**src/rtl/fifo_status_monitor_pkg.sv**
```systemverilog
// fifo_status_monitor_pkg: shared defaults, threshold layout, class map and pause-state encodings
package fifo_status_monitor_pkg;
   localparam int DEPTH_DEF = 8;
   localparam int CW_DEF = 4;
   localparam int NFIFO = 5;
   localparam int NCLS = 3;
   localparam logic [3:0] THR_LO_RST = 4'd1;
   // one-hot so each state is a single flop bit
   typedef enum logic [1:0] {FLOW = 2'b01, PAUSE = 2'b10} pause_state_e;
   // matches the UMF/UVC/UD byte layout: [7:4] high, [3:0] low
   typedef struct packed {
      logic [3:0] hi;
      logic [3:0] lo;
   } thr_t;
   // FIFO0 = UMF (0), FIFO1-2 = UVC (1), FIFO3-4 = UD (2)
   function automatic int fifo_class(input int i);
      return i == 0 ? 0 : i < 3 ? 1 : 2;
   endfunction
   function automatic thr_t thr_rst(input int depth);
      return '{hi: 4'(depth - 2), lo: THR_LO_RST};
   endfunction
endpackage

```
**src/rtl/fifo_status_monitor_if.sv**
```systemverilog
// fifo_status_monitor_if: threshold load, push/pop strobes and status vectors of the FIFO monitor
//   master: drives thr_load/UMF/UVC/UD/push/pop/err_clr, observes status
//   slave : the monitor, drives FIFO_EMPTY/FIFO_ERROR/ovf/udf/flags/pause/cfg_err
interface fifo_status_monitor_if;
   logic       thr_load;
   logic [7:0] UMF;
   logic [7:0] UVC;
   logic [7:0] UD;
   logic [4:0] push;
   logic [4:0] pop;
   logic       err_clr;
   logic [4:0] FIFO_EMPTY;
   logic [4:0] FIFO_ERROR;
   logic [4:0] fifo_ovf;
   logic [4:0] fifo_udf;
   logic [4:0] almost_full;
   logic [4:0] almost_empty;
   logic [4:0] pause;
   logic       pause_any;
   logic       cfg_err;
   modport master (
      output thr_load, UMF, UVC, UD, push, pop, err_clr,
      input  FIFO_EMPTY, FIFO_ERROR, fifo_ovf, fifo_udf, almost_full, almost_empty, pause, pause_any, cfg_err
   );
   modport slave (
      input  thr_load, UMF, UVC, UD, push, pop, err_clr,
      output FIFO_EMPTY, FIFO_ERROR, fifo_ovf, fifo_udf, almost_full, almost_empty, pause, pause_any, cfg_err
   );
endinterface

```
**src/rtl/fifo_occ_tracker.sv**
```systemverilog
// fifo_occ_tracker: one FIFO's saturating occupancy counter, sticky ovf/udf, pause FSM and flags
//   in : clk, reset, push, pop, err_clr, lo/hi thresholds
//   out: empty, ovf, udf, af (almost full), ae (almost empty), pause
module fifo_occ_tracker
   import fifo_status_monitor_pkg::*;
#(
   parameter int DEPTH = DEPTH_DEF,
   parameter int CW = CW_DEF
) (
   input  logic       clk,
   input  logic       reset,
   input  logic       push,
   input  logic       pop,
   input  logic       err_clr,
   input  logic [3:0] lo,
   input  logic [3:0] hi,
   output logic       empty,
   output logic       ovf,
   output logic       udf,
   output logic       af,
   output logic       ae,
   output logic       pause
);
   logic [CW-1:0] cnt;
   logic [CW-1:0] nxt;
   logic          full;
   logic          zero;
   logic          ge_hi;
   logic          le_lo;
   pause_state_e  st;
   assign full = cnt == CW'(DEPTH);
   assign zero = cnt == '0;
   // push+pop at empty: the pop is illegal but the push still lands
   always_comb begin
      nxt = (push && pop) ? (zero ? CW'(1) : cnt)
          : push ? (full ? cnt : cnt + 1'b1)
          : pop ? (zero ? cnt : cnt - 1'b1)
          : cnt;
      ge_hi = 32'(nxt) >= 32'(hi);
      le_lo = 32'(nxt) <= 32'(lo);
   end
   always_ff @(posedge clk) begin
      if (reset) begin
         cnt   <= '0;
         ovf   <= 1'b0;
         udf   <= 1'b0;
         st    <= FLOW;
         empty <= 1'b1;
         af    <= 1'b0;
         ae    <= 1'b1;
      end else begin
         cnt   <= nxt;
         // a new event outranks a simultaneous clear
         ovf   <= (push & ~pop & full) | (ovf & ~err_clr);
         udf   <= (pop & zero) | (udf & ~err_clr);
         st    <= st == FLOW ? (ge_hi ? PAUSE : FLOW) : (le_lo ? FLOW : PAUSE);
         empty <= nxt == '0;
         af    <= ge_hi;
         ae    <= le_lo;
      end
   end
   assign pause = st == PAUSE;
endmodule

```
**src/rtl/fifo_status_monitor.sv**
```systemverilog
// fifo_status_monitor: threshold registers with load validation, fan-out to five occupancy trackers
//   in : clk, reset (sync, active-high), bus (slave) carrying thresholds, strobes and err_clr
//   out: bus status vectors FIFO_EMPTY/FIFO_ERROR/fifo_ovf/fifo_udf/almost_*/pause/pause_any/cfg_err
module fifo_status_monitor
   import fifo_status_monitor_pkg::*;
#(
   parameter int DEPTH = DEPTH_DEF,
   parameter int CW = CW_DEF
) (
   input logic                 clk,
   input logic                 reset,
   fifo_status_monitor_if.slave bus
);
   thr_t            thr    [NCLS];
   thr_t            thr_in [NCLS];
   logic [NCLS-1:0] bad;
   logic            cfg_err_q;
   always_comb begin
      thr_in[0] = bus.UMF;
      thr_in[1] = bus.UVC;
      thr_in[2] = bus.UD;
      for (int c = 0; c < NCLS; c++) bad[c] = thr_in[c].lo >= thr_in[c].hi;
   end
   // each class is validated on its own; a bad class never blocks the good ones
   always_ff @(posedge clk) begin
      if (reset) begin
         for (int c = 0; c < NCLS; c++) thr[c] <= thr_rst(DEPTH);
         cfg_err_q <= 1'b0;
      end else begin
         for (int c = 0; c < NCLS; c++) if (bus.thr_load && !bad[c]) thr[c] <= thr_in[c];
         cfg_err_q <= bus.thr_load & |bad;
      end
   end
   for (genvar i = 0; i < NFIFO; i++) begin : g_trk
      localparam int C = fifo_class(i);
      fifo_occ_tracker #(.DEPTH(DEPTH), .CW(CW)) u_trk (
         .clk     (clk),
         .reset   (reset),
         .push    (bus.push[i]),
         .pop     (bus.pop[i]),
         .err_clr (bus.err_clr),
         .lo      (thr[C].lo),
         .hi      (thr[C].hi),
         .empty   (bus.FIFO_EMPTY[i]),
         .ovf     (bus.fifo_ovf[i]),
         .udf     (bus.fifo_udf[i]),
         .af      (bus.almost_full[i]),
         .ae      (bus.almost_empty[i]),
         .pause   (bus.pause[i])
      );
   end
   // pure functions of flops, so they stay aligned with their source bits
   assign bus.FIFO_ERROR = bus.fifo_ovf | bus.fifo_udf;
   assign bus.pause_any  = |bus.pause;
   assign bus.cfg_err    = cfg_err_q;
endmodule
```
**src/flat_wrapper.sv**
```systemverilog
// flat-port wrapper written by rule: the top's interface ports become plain ports
module fifo_status_monitor_flat import fifo_status_monitor_pkg::*;
#(
   parameter int DEPTH = DEPTH_DEF,
   parameter int CW = CW_DEF
)
  (clk, reset, bus_thr_load, bus_UMF, bus_UVC, bus_UD, bus_push, bus_pop, bus_err_clr, bus_FIFO_EMPTY, bus_FIFO_ERROR, bus_fifo_ovf, bus_fifo_udf, bus_almost_full, bus_almost_empty, bus_pause, bus_pause_any, bus_cfg_err);
  fifo_status_monitor_if bus_i ();
  input logic clk;
  input logic reset;
  input wire logic [$bits(bus_i.thr_load)-1:0] bus_thr_load;
  input wire logic [$bits(bus_i.UMF)-1:0] bus_UMF;
  input wire logic [$bits(bus_i.UVC)-1:0] bus_UVC;
  input wire logic [$bits(bus_i.UD)-1:0] bus_UD;
  input wire logic [$bits(bus_i.push)-1:0] bus_push;
  input wire logic [$bits(bus_i.pop)-1:0] bus_pop;
  input wire logic [$bits(bus_i.err_clr)-1:0] bus_err_clr;
  output wire logic [$bits(bus_i.FIFO_EMPTY)-1:0] bus_FIFO_EMPTY;
  output wire logic [$bits(bus_i.FIFO_ERROR)-1:0] bus_FIFO_ERROR;
  output wire logic [$bits(bus_i.fifo_ovf)-1:0] bus_fifo_ovf;
  output wire logic [$bits(bus_i.fifo_udf)-1:0] bus_fifo_udf;
  output wire logic [$bits(bus_i.almost_full)-1:0] bus_almost_full;
  output wire logic [$bits(bus_i.almost_empty)-1:0] bus_almost_empty;
  output wire logic [$bits(bus_i.pause)-1:0] bus_pause;
  output wire logic [$bits(bus_i.pause_any)-1:0] bus_pause_any;
  output wire logic [$bits(bus_i.cfg_err)-1:0] bus_cfg_err;
  assign bus_i.thr_load = bus_thr_load;
  assign bus_i.UMF = bus_UMF;
  assign bus_i.UVC = bus_UVC;
  assign bus_i.UD = bus_UD;
  assign bus_i.push = bus_push;
  assign bus_i.pop = bus_pop;
  assign bus_i.err_clr = bus_err_clr;
  assign bus_FIFO_EMPTY = bus_i.FIFO_EMPTY;
  assign bus_FIFO_ERROR = bus_i.FIFO_ERROR;
  assign bus_fifo_ovf = bus_i.fifo_ovf;
  assign bus_fifo_udf = bus_i.fifo_udf;
  assign bus_almost_full = bus_i.almost_full;
  assign bus_almost_empty = bus_i.almost_empty;
  assign bus_pause = bus_i.pause;
  assign bus_pause_any = bus_i.pause_any;
  assign bus_cfg_err = bus_i.cfg_err;
  fifo_status_monitor #(.DEPTH(DEPTH), .CW(CW)) u_core (.clk(clk), .reset(reset), .bus(bus_i));
endmodule
```
**config.mk**
```make
export PLATFORM = sky130hd
export DESIGN_NAME = fifo_status_monitor_flat
export DESIGN_NICKNAME = d
export VERILOG_FILES = /design/src/rtl/fifo_status_monitor_pkg.sv /design/src/rtl/fifo_status_monitor_if.sv /design/src/rtl/fifo_occ_tracker.sv /design/src/rtl/fifo_status_monitor.sv /design/src/flat_wrapper.sv
export SDC_FILE = /design/constraint.sdc
export NUM_CORES = 1
export LEC_CHECK = 0
export ABC_AREA = 1
export BUFFER_PORTS_ARGS = -buffer_cell sky130_fd_sc_hd__clkbuf_2
export CAP_MARGIN = 20
export CORE_MARGIN = 10
export CORE_UTILIZATION = 36
export CTS_CLUSTER_SIZE = 16
export DETAILED_ROUTE_END_ITERATION = 16
export GPL_ROUTABILITY_DRIVEN = 0
export SLEW_MARGIN = 0
export SYNTH_ARGS = -nofsm -noshare
export SYNTH_HDL_FRONTEND = slang
export SYNTH_HIERARCHICAL = 1
export SYNTH_SLANG_ARGS = --single-unit
```
**constraint.sdc**
```tcl
create_clock -name clk -period 3.4 [get_ports clk]
set_clock_uncertainty 0.2 [all_clocks]
set_input_delay 0.85 -clock clk [delete_from_list [all_inputs] [get_ports clk]]
set_output_delay 0.85 -clock clk [all_outputs]
set_load 0.02 [all_outputs]
```
==> results by group, run 1 <==
Timing
  – WHS: 0.274 ns
  – Fmax: 363 MHz
  – Final Hold Viols: 0
  – Slew @ Worst Pin: 0.510 ns
  – Final setup viols: 0
  – Setup TNS: 0 ns
  – Final slew viol count: 0
  – Slew Limit Headroom: 65.9%
  – Final Critical Period: 2.76 ns
  – Final period utilization: 81.1%
  – RSZ-0062 raised after global routing: false

Drt
  – Residual DRC: 0
  – WL final: 13.0 mm
  – DR vias: 4984
  – Drt via density: 4.56
  – DRT antenna net count: 0
  – Drt pass-1 iters: 4
  – DR WL/cell: 11.9 um
  – 1st-iter DRT viols: 220

Yosys
  – Syn Nets: 905
  – Simple-gate share of the synthesized area: 34.4%
  – #FFs+latches synth: 80
  – Gate count after technology mapping: 800
  – Yosys top cell by area: dfxtp_1
  – Mux contribution to synthesized area: 0%
  – Post-synthesis sequential area ratio: 31.3%
  – Post-synthesis area per instance: 7.35 sq um
  – Synth Warn #: 6
  – Xor-xnor portion of the synthesized cell area: 0%
  – Distinct cells, synth: 33
  – Count leader, synth: nand2_1
  – Combinational family with the most area after synthesis: simple AND/OR/NAND/NOR gates
  – Post-synth top cells: nand2_1 (172), inv_1 (158), ha_1 (67), nand3_1 (64), dfxtp_1 (56)
  – Compound-Gate Fraction of Synth Area: 6.49%
  – Top FF cell, synth: dfxtp_1
  – Synthesized area: 5880 sq um
  – EDFF count, synth: 24
  – Post-synth ARST share: 0%
  – Top cell type's share of synthesized area: 19.1%
  – Post-synthesis adder-cell area fraction: 14.3%
  – Synth area leaders: dfxtp_1 (19%), ha_1 (14%), edfxtp_1 (12%)

Floorplanning
  – Std-Cell Rows: 46
  – # IOs: 75
  – Die ar.: 21800 sq um
  – Core Area: 15900 sq um
  – DIE HEIGHT: 148 um
  – Die Wd: 148 um
  – Initial core utilization: 36.9%

Clock network
  – CTS Buffer Depth: 2
  – CTS resizes: 0
  – Clock Sinks: 80
  – CTS Hold Bufs: 0
  – CTS root buf: clkbuf_16
  – Clock Pin Slew Worst Setup and Hold Paths: 0.06 ns
  – CTS Buf Count: 9
  – CTS tree: yes
  – Worst skew pair latency: 0.34 ns
  – H-tree levels: 3
  – # Post-CTS Setup Buffers: 0

Placement
  – HPWL Detailed: 10.6 mm
  – Placed Cells: 1077
  – Number of I/O port buffers: 74

Pwr
  – Max IR drop VDD: 270 uV
  – Lkg Pwr: 3.61 nW
  – Tot Pwr: 0.00343 W
  – Power per Cell Area: 513 nW/um^2

Global route
  – Grt ovf: 0
  – First-pass GRT wire length: 22.2 mm
  – Vias in the first global route: 4807
  – Gr usage total: 12.3%
  – Largest net degree at the start of global routing: 35
  – Initial antenna violation count: 0

Setup path
  – Most used cell, CP: ha_1
  – Crit-path slowest cell: dfxtp_1
  – Slowest stage delay, CP: 0.39 ns
  – Cell chain of the critical path: inv_2 > ha_1 > nand2_2 > ha_1 > nor2_1 > nand2_1 > nand2_1 > a21oi_4 > ha_1 > nand4_1 > nand3_1 > or2_2 > nand3_1 > inv_1
  – CP startpoint: u_core/g_trk[3].u_trk/cnt[0]
  – Start of the worst register-to-register path: u_core/g_trk[3].u_trk/cnt[0]
  – Crit path max fanout: 8
  – Crit end category: flip-flop
  – Worst Path Required: 3.44 ns
  – Worst Path Class, Setup: reg -> reg
  – Crit path DAT: 2.80 ns
  – CP Launch Type: flip-flop

Run status
  – Status: completed

Cells and area
  – P&R area growth vs syn: 13.8%
  – Ratio of cells with drive above 1 in the final layout: 21.7%
  – Area of the multi-input gates: 3240 sq um
  – Final nets: 977
  – Register area: 1840 sq um
  – Ant. Diodes: 0
  – Number of fill cells: 1706
  – Non-filler instance count after layout: 1093

Job
  – Max-Cap Viols: 0

Hold path
  – Worst hold start: u_core/g_trk[4].u_trk/udf
  – Hold/Removal Path Class: reg -> reg
## logic make-up (layout without fill, tap and decap cells)
logic type	after synthesis	after routing
AND/OR/NAND/NOR	404	404
flip-flops	80	80
AO/OA/AOI/OAI	61	61
buffers and inverters	188	265
adder cells (fa/ha/maj)	67	67
## per-layer routing
metal | global-route usage, % | wire [um]
met1 | 14.8 | 5930
met2 | 20.3 | 6190
met3 | 2.87 | 564
met4 | 5.55 | 304
met5 | 0 | 0
## worst paths after layout
path / endpoint / cells past startpoint / slack, ns
min: u_core/g_trk[4].u_trk/udf / 2 / 0.27
max reg2reg: u_core/g_trk[3].u_trk/st[1] / 14 / 0.64
max: u_core/g_trk[3].u_trk/st[1] / 14 / 0.64
min reg2reg: u_core/g_trk[4].u_trk/udf / 2 / 0.27
## placed cells by master (no fill, tap or decap), types with 3 or more instances in the layout
master	n
o21bai_1	5
clkbuf_16	9
dfxtp_1	56
nor2_2	24
nand3_1	64
nand2_1	172
a21oi_1	33
nor2_4	7
clkinv_1	3
inv_1	158
inv_2	12
a21boi_2	4
or2_2	7
ha_1	67
o21ai_2	4
or2_1	4
nand3_2	23
nand4_1	29
clkbuf_2	74
nor2_1	53
nor3_1	5
o21ai_0	11
nand2_2	11
nand4_2	4
edfxtp_1	24
## flip-flops by register name, summed over array words and instances (netlist names)
register,count
u_core/g_trk.u_trk/cnt,20
u_core/thr,24
u_core/g_trk.u_trk/st,10
u_core/g_trk.u_trk/udf,5
u_core/g_trk.u_trk/empty,5
u_core/g_trk.u_trk/af,5
u_core/g_trk.u_trk/ovf,5
u_core/bus.cfg_err,1
u_core/g_trk.u_trk/ae,5
## where the power goes
group          total (W)  switching, W  internal, W
registers        0.00126      0.000107      0.00115
logic            0.00120      0.000755     0.000443
clock network   0.000973      0.000386     0.000587
total            0.00343       0.00125      0.00218
## cell type report
class	instances	share of cell area, %
Clock buffer	11	3.63
Clock inverter	5	0.841
Inverter	174	9.84
Multi-Input combinational cell	532	48.5
Sequential cell	80	27.5
Tap cell	216	4.04
Timing Repair Buffer	75	5.65
## worst max-delay path: cells and delay by family, from the launching register on
| family | cells | cell delay, ns |
|---|---|---|
| AOI/OAI and AO/OA | 1 | 0.22 |
| adders and majority gates | 3 | 0.88 |
| buffers and inverters | 2 | 0.14 |
| DFF | 1 | 0.39 |
| and+or+nand+nor | 8 | 0.84 |
## per-stage QoR
step / cell area (sq um) / util (%) / setup slack, ns
CTS: 6690 / 42.0 / 0.619
finish: 6690 / 42.0 / 0.642
global route: 6690 / 42.0 / 0.349
detailed placement: 6390 / 40.1 / 0.551
floorplan: 5880 / - / 0.753
global placement: 6390 / 40.1 / 0.574
(Power assumes the default switching activity.)
==> run 2, diff against run 1 <==
==> constraint.sdc (replaced) <==
create_clock -name clk -period 2.7 [get_ports clk]
set_clock_uncertainty 0.2 [all_clocks]
set_input_delay 0.675 -clock clk [delete_from_list [all_inputs] [get_ports clk]]
set_output_delay 0.675 -clock clk [all_outputs]
set_load 0.02 [all_outputs]
==> run 2 against run 1 <==
Against the previous run:
- cell area up 2.7%
- critical path depth unchanged
- clock power up 28%
- power up 29%
- sequential power up 23%
- die area unchanged
==> results by group, run 2 (synthesis results as in run 1) <==
Setup path
  – Crit path DAT: 2.51 ns (was 2.80 ns)
  – Worst Path Class, Setup: reg -> reg (unchanged)
  – CP Launch Type: flip-flop (unchanged)
  – Crit end category: flip-flop (unchanged)
  – Crit path max fanout: 4 (was 8)
  – Register-to-Register Path Depth: 14 (unchanged)
  – Reg-to-Reg End: u_core/g_trk[3].u_trk/st[1] (unchanged)
  – CP endpoint: u_core/g_trk[3].u_trk/st[1] (unchanged)
  – CP startpoint: u_core/g_trk[3].u_trk/cnt[0] (unchanged)
  – Flop-to-flop setup slack: 0.22 ns (was 0.64 ns)
  – Start of the worst register-to-register path: u_core/g_trk[3].u_trk/cnt[0] (unchanged)
  – Worst Path Required: 2.74 ns (was 3.44 ns)

Cells and area
  – P&R area growth vs syn: 16.9% (was 13.8%)
  – Most frequent cells in the layout: nand2_1 (172), inv_1 (158), clkbuf_2 (74) (unchanged)
  – Final nets: 999 (was 977)
  – Final core occ: 43.1% (was 42.0%)
  – Ratio of cells with drive above 1 in the final layout: 23.4% (was 21.7%)
  – Ant. Diodes: 0 (unchanged)
  – Most flops, register: u_core/thr (unchanged)
  – Leading cell type in the layout, fill and taps excluded: nand2_1 (unchanged)
  – Max FFs per register: 24 (unchanged)
  – Leading registers by flop count: u_core/thr (24), u_core/g_trk.u_trk/cnt (20), u_core/g_trk.u_trk/st (10) (unchanged)

Global route
  – Grt ovf: 0 (unchanged)
  – Vias in the first global route: 4765 (was 4807)
  – Gr usage total: 12.4% (was 12.3%)
  – Largest net degree at the start of global routing: 34 (was 35)
  – First-pass GRT wire length: 22.5 mm (was 22.2 mm)
  – Initial antenna violation count: 0 (unchanged)

Clock network
  – CTS tree: yes (unchanged)
  – CTS resizes: 0 (unchanged)
  – # Post-CTS Setup Buffers: 0 (unchanged)
  – Worst skew pair latency: 0.34 ns (about the same)
  – CTS root buf: clkbuf_16 (unchanged)
  – CTS Buffer Depth: 2 (unchanged)
  – H-tree levels: 3 (unchanged)
  – Clock Pin Slew Worst Setup and Hold Paths: 0.06 ns (about the same)
  – CTS Hold Bufs: 0 (unchanged)
  – Clock Sinks: 80 (unchanged)
  – CTS Buf Count: 9 (unchanged)

Timing
  – Final Critical Period: 2.48 ns (was 2.76 ns)
  – Final period utilization: 91.7% (was 81.1%)
  – Final slew viol count: 0 (unchanged)
  – Slew @ Worst Pin: 0.489 ns (was 0.510 ns)
  – Slew Limit Headroom: 67.3% (was 65.9%)
  – Setup TNS: 0 ns (unchanged)
  – WHS: 0.273 ns (was 0.274 ns)
  – Final setup viols: 0 (unchanged)
  – RSZ-0062 raised after global routing: false (unchanged)
  – Final Hold Viols: 0 (unchanged)
  – Fmax: 404 MHz (was 363 MHz)

Job
  – Max-Cap Viols: 0 (unchanged)

Floorplanning
  – Core Area: 15900 sq um (unchanged)
  – Die Wd: 148 um (unchanged)
  – Std-Cell Rows: 46 (unchanged)
  – Initial core utilization: 36.9% (unchanged)
  – DIE HEIGHT: 148 um (unchanged)
  – Die ar.: 21800 sq um (unchanged)
  – # IOs: 75 (unchanged)

Placement
  – HPWL Detailed: 10.9 mm (was 10.6 mm)
  – Number of I/O port buffers: 74 (unchanged)

Drt
  – Drt pass-1 iters: 5 (was 4)
  – Residual DRC: 0 (unchanged)
  – DR WL/cell: 11.8 um (was 11.9 um)
  – DRT antenna net count: 0 (unchanged)
  – 1st-iter DRT viols: 223 (was 220)
  – DR vias: 5061 (was 4984)
  – WL final: 13.1 mm (was 13.0 mm)
  – Drt via density: 4.54 (was 4.56)

Pwr
  – Power per Cell Area: 642 nW/um^2 (was 513 nW/um^2)
  – Tot Pwr: 0.00441 W (was 0.00343 W)
  – Max IR drop VDD: 350 uV (was 270 uV)
  – Lkg Pwr: 3.73 nW (was 3.61 nW)

Hold path
  – Hold/Removal Path Class: reg -> reg (unchanged)

Run status
  – Status: completed (unchanged)
-- run 2: metrics by stage --
stage	instance area [sq um]	setup WS (ns)	std cells
6_report	6870	0.224	1115
3_3_place_gp	6570	0.103	1099
5_1_grt	6870	0.00220	1115
3_5_place_dp	6570	0.0786	1099
2_1_floorplan	5880	0.162	800
4_1_cts	6870	0.217	1115
-- run 2: worst min-delay path by stage --
stage | from | slack [ns] | to | cells past startpoint
floorplan | u_core/g_trk[0].u_trk/st[0] | 0.30 | u_core/g_trk[0].u_trk/st[0] | 3
global placement | u_core/g_trk[1].u_trk/udf | 0.27 | u_core/g_trk[1].u_trk/udf | 2
detailed placement | u_core/g_trk[2].u_trk/ovf | 0.27 | u_core/g_trk[2].u_trk/ovf | 2
CTS | u_core/g_trk[2].u_trk/ovf | 0.28 | u_core/g_trk[2].u_trk/ovf | 2
global route | u_core/g_trk[2].u_trk/udf | 0.31 | u_core/g_trk[2].u_trk/udf | 2
finish | u_core/g_trk[2].u_trk/ovf | 0.27 | u_core/g_trk[2].u_trk/ovf | 2
-- run 2: critical path, cell delays in order (launching register included) --
cell,delay (ns)
dfxtp_1,0.31
inv_2,0.07
ha_1,0.20
nand2_2,0.10
ha_1,0.29
nor2_1,0.04
nand2_1,0.04
nand2_1,0.08
a21oi_4,0.20
ha_1,0.26
nand4_1,0.10
nand3_1,0.09
or2_2,0.27
nand3_1,0.08
inv_1,0.04
-- run 2: area by class of cell --
type,count,area (sq um)
Tap cell,216,270
Clock inverter,4,43.8
Inverter,174,658
Fill cell,1654,9070
Timing Repair Buffer,97,556
Multi-Input combinational cell,532,3240
Sequential cell,80,1840
Clock buffer,12,258
-- run 2: per-layer routing --
layer	up-vias	share of wire, %	wire length, um	global-route usage (%)
met5	-	0	0	0
met4	0	2.0	257	4.61
met3	18	4.0	530	2.78
met2	92	47	6160	20.7
met1	2220	47	6160	15.3
li1	2731	-	-	-
-- run 2: where the power goes --
part	switching [W]	internal [W]	total (W)
clock	0.000478	0.000767	0.00125
sequential	0.0000928	0.00145	0.00155
combinational	0.00101	0.000613	0.00162
total	0.00158	0.00283	0.00441
